===== src/rtl/stream_demux_if.sv =====
// stream_demux_if: bundles the producer and consumer handshake signals of
// stream_demux.
//   master : the environment side. It drives em, a, s, a_valid and y_ready,
//            and it observes a_ready, y, y_valid and drop_cnt.
//   slave  : the demux side, with the directions reversed.
// Channel k data is carried on y[k*WIDTH +: WIDTH].
interface stream_demux_if #(
    parameter int WIDTH    = 8,
    parameter int CHANNELS = 4,
    parameter int SEL_W    = 2
);
    logic                      em;
    logic [WIDTH-1:0]          a;
    logic [SEL_W-1:0]          s;
    logic                      a_valid;
    logic                      a_ready;
    logic [CHANNELS*WIDTH-1:0] y;
    logic [CHANNELS-1:0]       y_valid;
    logic [CHANNELS-1:0]       y_ready;
    logic [7:0]                drop_cnt;

    modport master (
        output em, a, s, a_valid, y_ready,
        input  a_ready, y, y_valid, drop_cnt
    );

    modport slave (
        input  em, a, s, a_valid, y_ready,
        output a_ready, y, y_valid, drop_cnt
    );
endinterface


===== src/rtl/stream_demux.sv =====
// stream_demux: registered 1:CHANNELS stream demultiplexer. Every channel has
// its own DEPTH-entry FIFO, so back-pressure on one consumer stalls only the
// words that are addressed to that consumer.
//
// Ports:
//   clk  : clock. All state updates on the rising edge.
//   rst  : synchronous, active-high reset. It clears all FIFOs and drop_cnt.
//   bus  : stream_demux_if.slave, which carries the following signals.
//     em       : enable. When 0, no words are accepted, but buffered words still drain.
//     a, s     : input word and destination channel index.
//     a_valid  : producer has a word. a_ready shows the word is accepted this cycle.
//     y        : channel k head at [k*WIDTH +: WIDTH]. It is 0 when the channel is empty.
//     y_valid  : channel k holds at least one word.
//     y_ready  : consumer k takes the head word.
//     drop_cnt : number of accepted words whose s was out of range.
//
// Optional feature, macro STREAM_DEMUX_DROP_CNT_EN:
//   Defined   : drop_cnt counts out-of-range words and saturates at 255.
//   Undefined : drop_cnt is tied to 0. Out-of-range words are still accepted
//               and discarded.

// Per-channel FIFO. The head output is taken from registered state only.
module stream_demux_chan #(
    parameter int WIDTH = 8,
    parameter int DEPTH = 2
) (
    input  logic             clk,
    input  logic             rst,
    input  logic             push,
    input  logic [WIDTH-1:0] din,
    input  logic             pop_rdy,
    output logic             full,
    output logic             valid,
    output logic [WIDTH-1:0] dout
);
    localparam int PTR_W = (DEPTH > 1) ? $clog2(DEPTH) : 1;
    localparam int CNT_W = $clog2(DEPTH + 1);

    logic [WIDTH-1:0] mem [DEPTH];
    logic [PTR_W-1:0] rd_ptr, wr_ptr;
    logic [CNT_W-1:0] cnt;
    logic             pop;

    // Pointers wrap explicitly, so DEPTH does not have to be a power of two.
    function automatic logic [PTR_W-1:0] ptr_inc(input logic [PTR_W-1:0] p);
        return (p == PTR_W'(DEPTH - 1)) ? '0 : p + 1'b1;
    endfunction

    assign valid = (cnt != '0);
    assign full  = (cnt == CNT_W'(DEPTH));
    assign pop   = valid && pop_rdy;
    assign dout  = valid ? mem[rd_ptr] : '0;

    always_ff @(posedge clk) begin
        if (rst) begin
            rd_ptr <= '0;
            wr_ptr <= '0;
            cnt    <= '0;
        end else begin
            if (push) wr_ptr <= ptr_inc(wr_ptr);
            if (pop)  rd_ptr <= ptr_inc(rd_ptr);
            // When push and pop happen together, cnt holds its value.
            case ({push, pop})
                2'b10:   cnt <= cnt + CNT_W'(1);
                2'b01:   cnt <= cnt - CNT_W'(1);
                default: cnt <= cnt;
            endcase
        end
    end

    // Storage is not reset. Entries are only observable through cnt.
    always_ff @(posedge clk) begin
        if (push && !rst) mem[wr_ptr] <= din;
    end
endmodule

module stream_demux #(
    parameter int WIDTH    = 8,
    parameter int CHANNELS = 4,
    parameter int SEL_W    = 2,
    parameter int DEPTH    = 2
) (
    input  logic           clk,
    input  logic           rst,
    stream_demux_if.slave  bus
);
    logic [CHANNELS-1:0]            full;
    logic [CHANNELS-1:0]            push;
    logic [CHANNELS-1:0]            valid;
    logic [CHANNELS-1:0][WIDTH-1:0] dout;
    logic                           in_range;
    logic                           tgt_ok;
    logic                           accept;

    // A full target channel still accepts a word if that channel pops in the
    // same cycle. The pop frees the slot that the push fills.
    always_comb begin
        in_range = (32'(bus.s) < CHANNELS);
        tgt_ok   = 1'b0;
        for (int k = 0; k < CHANNELS; k++) begin
            if (bus.s == SEL_W'(k)) tgt_ok = !full[k] || bus.y_ready[k];
        end
    end

    // a_ready depends on em, s, channel state and y_ready. It never depends on a_valid.
    assign bus.a_ready = bus.em && (!in_range || tgt_ok);
    assign accept      = bus.a_valid && bus.a_ready;

    for (genvar k = 0; k < CHANNELS; k++) begin : g_ch
        assign push[k] = accept && (bus.s == SEL_W'(k));

        stream_demux_chan #(
            .WIDTH (WIDTH),
            .DEPTH (DEPTH)
        ) u_ch (
            .clk     (clk),
            .rst     (rst),
            .push    (push[k]),
            .din     (bus.a),
            .pop_rdy (bus.y_ready[k]),
            .full    (full[k]),
            .valid   (valid[k]),
            .dout    (dout[k])
        );
    end

    assign bus.y       = dout;
    assign bus.y_valid = valid;

`ifdef STREAM_DEMUX_DROP_CNT_EN
    logic [7:0] drop_q;

    always_ff @(posedge clk) begin
        if (rst)
            drop_q <= '0;
        else if (accept && !in_range && drop_q != 8'hFF)
            drop_q <= drop_q + 8'd1;
    end

    assign bus.drop_cnt = drop_q;
`else
    assign bus.drop_cnt = 8'd0;
`endif
endmodule


===== src/flat_wrapper.sv =====
// flat-port wrapper written by rule: the top's interface ports become plain ports
module stream_demux_flat 
#(
    parameter int WIDTH    = 8,
    parameter int CHANNELS = 4,
    parameter int SEL_W    = 2,
    parameter int DEPTH    = 2
)
  (clk, rst, bus_em, bus_a, bus_s, bus_a_valid, bus_y_ready, bus_a_ready, bus_y, bus_y_valid, bus_drop_cnt);
  stream_demux_if #(.WIDTH(WIDTH), .CHANNELS(CHANNELS), .SEL_W(SEL_W)) bus_i ();
  input  logic clk;
  input  logic rst;
  input wire logic [$bits(bus_i.em)-1:0] bus_em;
  input wire logic [$bits(bus_i.a)-1:0] bus_a;
  input wire logic [$bits(bus_i.s)-1:0] bus_s;
  input wire logic [$bits(bus_i.a_valid)-1:0] bus_a_valid;
  input wire logic [$bits(bus_i.y_ready)-1:0] bus_y_ready;
  output wire logic [$bits(bus_i.a_ready)-1:0] bus_a_ready;
  output wire logic [$bits(bus_i.y)-1:0] bus_y;
  output wire logic [$bits(bus_i.y_valid)-1:0] bus_y_valid;
  output wire logic [$bits(bus_i.drop_cnt)-1:0] bus_drop_cnt;
  assign bus_i.em = bus_em;
  assign bus_i.a = bus_a;
  assign bus_i.s = bus_s;
  assign bus_i.a_valid = bus_a_valid;
  assign bus_i.y_ready = bus_y_ready;
  assign bus_a_ready = bus_i.a_ready;
  assign bus_y = bus_i.y;
  assign bus_y_valid = bus_i.y_valid;
  assign bus_drop_cnt = bus_i.drop_cnt;
  stream_demux #(.WIDTH(WIDTH), .CHANNELS(CHANNELS), .SEL_W(SEL_W), .DEPTH(DEPTH)) u_core (.clk(clk), .rst(rst), .bus(bus_i));
endmodule

===== config.mk =====
export PLATFORM = sky130hd
export DESIGN_NAME = stream_demux_flat
export DESIGN_NICKNAME = d
export VERILOG_FILES = /design/src/rtl/stream_demux_if.sv /design/src/rtl/stream_demux.sv /design/src/flat_wrapper.sv
export SDC_FILE = /design/constraint.sdc
export NUM_CORES = 1
export LEC_CHECK = 0
export CELL_PAD_IN_SITES_DETAIL_PLACEMENT = 2
export CELL_PAD_IN_SITES_GLOBAL_PLACEMENT = 2
export CORE_ASPECT_RATIO = 1.2
export CORE_MARGIN = 2
export CORE_UTILIZATION = 38
export CTS_CLUSTER_DIAMETER = 40
export CTS_CLUSTER_SIZE = 20
export DETAILED_ROUTE_END_ITERATION = 12
export MAX_ROUTING_LAYER = met4
export PLACE_DENSITY = 0.89
export SETUP_SLACK_MARGIN = 0.3
export SYNTH_ARGS = -nofsm -noshare
export SYNTH_HDL_FRONTEND = slang
export SYNTH_SLANG_ARGS = --single-unit

===== constraint.sdc =====
create_clock -name clk -period 3.8 [get_ports clk]
set_input_delay 0.76 -clock clk [delete_from_list [all_inputs] [get_ports clk]]
set_output_delay 0.76 -clock clk [all_outputs]
set_load 0.005 [all_outputs]

==> impl_metrics.tcl <==
set metrics [dict create \
    status "finished clean" \
    synth_area_per_cell_um2 13.2 \
    critPathKind "in -> out" \
    start_util_pct 38.7 \
    cp_top_family "buffers and inverters" \
    design.core.area_mm2 0.00894 \
    ys_ff_latch 84 \
    clock_sink_count 84 \
    routabilityCongestion 0.749 \
    grt_max_degree 22 \
    die-area_mm2 0.00989 \
    cts_tree "built" \
    period_share_pct 90.0 \
    syn_area_mm2 0.00346 \
    antenna_found_initial 0 \
    finalSetupViolCount 0 \
    drive_above_1_share_pct 5.59 \
    worstPathRequired_ns 3.04 \
    nets 339 \
    grt_setup_unrepaired "false" \
    slowest_stage "clkdlybuf4s50_1" \
    layout.cells.non_filler 442 \
    drv_slew 0 \
    crit_top_cell "clkdlybuf4s50_1" \
    drtIter0Drc 97 \
    cts_buffers 9 \
    fillers 903 \
    grt_first_pass_wirelength_mm 12.7 \
    yosysSeqAreaShare_pct 67.1 \
    finalCriticalPeriod_ns 3.42 \
    root_buffer "clkbuf_8" \
    leakage_nw 1.46 \
    syn_to_final_growth_pct 23.9 \
    antenna_cells 0 \
    max_stage_delay_ns 0.46 \
    rr_startpoint "u_core.g_ch[1].u_ch.cnt[1]$_SDFFE_PP0P_" \
    wl_mm 8.14 \
    cp.arrival_ns 2.66 \
    h-tree-depth 3 \
    skew_ns 0.00983 \
    grt-ovfl-total 0 \
    ys.warnings.count 0 \
    endpoint_kind "output port" \
    powerDensity_mw_per_mm2 458 \
    route.detailed.drc 0 \
    critPathLaunchType "primary input" \
    ir_worst_vdd_v 0.000264 \
    fmax_ghz 0.292 \
    place_area_mm2 0.00407 \
    hold_viol 0 \
    avgViaCountPerCell 4.82 \
    tightest_slew_ns 0.826 \
    numPlacedInstances 426 \
    vias 2129 \
    final_cell_mix "edfxtp_1 (64), clkdlybuf4s50_1 (54), nor2_1 (53)" \
    pin_count 63 \
    r2r_end "u_core.g_ch[1].u_ch.cnt[1]$_SDFFE_PP0P_" \
    hp-class "reg -> reg" \
    drtAntennaViolNets 0 \
    min_to "u_core.g_ch[2].u_ch.wr_ptr$_SDFFE_PP0P_" \
    hpwlAfterDp_mm 5.90 \
    die_w_um 91.1 \
    worst-r2r-setup-slack_ns 1.90 \
    yosysUniqueCellTypes 22 \
    cp_max_fo 3 \
    insertion_delay_ns 0.35 \
    design_area_mm2 0.00429 \
    whs_ns 0.473 \
    slew_headroom_pct 44.7 \
    placementRows 38 \
    port_buffers 54 \
    whs_path_depth 1 \
    die_y_um 109 \
    maxCapViolations 0 \
    synth_cells 263 \
    drt-pass1-iter-count 4 \
    path_clk_slew_ns 0.07 \
    worst-r2r-cell-count 5 \
    mostFrequentLayoutCell "edfxtp_1" \
    cts_buffer_depth 2 \
    worstHoldStart "u_core.g_ch[2].u_ch.wr_ptr$_SDFFE_PP0P_" \
    track_usage_pct 17.9 \
    grt_pass1_vias 2300 \
    wl_per_cell_um 18.4 \
    worst-path-buf-inv 2 \
    finalSetupTns_ns 0 \
    cp_cell_sequence "clkdlybuf4s50_1 > or3b_4 > and2_1 > o41a_1 > clkdlybuf4s50_1" \
]
[kinds of logic after synthesis]
logic type	after synthesis	synth area share, %
and+or+nand+nor	86	11.8
AOI/OAI and AO/OA	17	3.07
other	1	0.108
adders and majority gates	4	1.45
DFF	84	67.1
buffers and inverters	27	4.23
muxes	32	9.25
xor gates and xnor gates	12	3.04
[timing repair]
item / 4_1_cts / 5_1_grt
setup buffers: 0 / 0
hold buffers: 0 / 0
setup endpoints to repair: 0 / 1
gates resized for setup: 0 / 2
[registers in the layout, summed over array words and instances, names as in the netlist, named ones only]
register	flops
u_core.g_ch.u_ch.mem	64
u_core.g_ch.u_ch.cnt	8
u_core.g_ch.u_ch.rd_ptr	4
u_core.g_ch.u_ch.wr_ptr	4
[per-stage QoR]
step	power [W]	utilization (%)	setup WS, ns
after global routing	0.00205	48.0	0.309
final	0.00197	48.0	0.380
after global placement	0.00128	45.5	0.355
after floorplan	0.00118	-	1.32
after CTS	0.00199	47.9	0.338
after detailed placement	0.00130	45.5	0.353
[power by group]
group / internal (W) / switching [W] / total (W)
Combinational: 0.000128 / 0.000114 / 0.000242
Sequential: 0.00101 / 0.0000306 / 0.00104
Clock: 0.000372 / 0.000314 / 0.000686
[final cells by class]
class	instances	area, µm²	share of cell area, %
repair buffers	55	548	12.8
clock buffers	10	128	2.97
flip-flops and latches	84	2320	54.1
multi-input cells	159	1020	23.9
clock inverters	6	87.6	2.04
inverters	8	30.0	0.700
well taps	120	150	3.50
[synthesized netlist by cell type (all sizes together)]
master   instances  area share [%]
clkbuf           7            0.76
nand3            8             1.2
o41a             1            0.33
dfxtp           20              12
and2             6             1.1
edfxtp          64              56
conb             1            0.11
a21oi            4            0.58
and3b            1            0.25
o2bb2ai          4             1.0
o21ai            8             1.2
nor2            53             5.7
and3             4            0.72
or3b             4             1.0
buf             12             2.6
ha               4             1.4
mux2i           32             9.3
inv              8            0.87
xnor2            4             1.0
xor2             8             2.0
or3              4            0.72
nor2b            6             1.1
[worst max path at each step]
stage / from / endpoint / slack [ns] / depth (start not counted)
4_1_cts: bus_y_ready[3] / bus_a_ready / 0.34 / 5
3_3_place_gp: bus_y_ready[3] / bus_a_ready / 0.35 / 5
3_5_place_dp: bus_y_ready[3] / bus_a_ready / 0.35 / 5
6_report: bus_y_ready[3] / bus_a_ready / 0.38 / 5
5_1_grt: bus_y_ready[3] / bus_a_ready / 0.31 / 5
2_1_floorplan: bus_y_ready[3] / bus_a_ready / 1.32 / 3
[per-layer routing]
| metal | GRT usage (%) | part of all wire [%] |
|---|---|---|
| met2 | 30.8 | 52 |
| met3 | 3.28 | 2.9 |
| met4 | 5.95 | 0.96 |
| met1 | 21.2 | 44 |
| met5 | - | 0 |
Power figures use the tool's default switching activity.
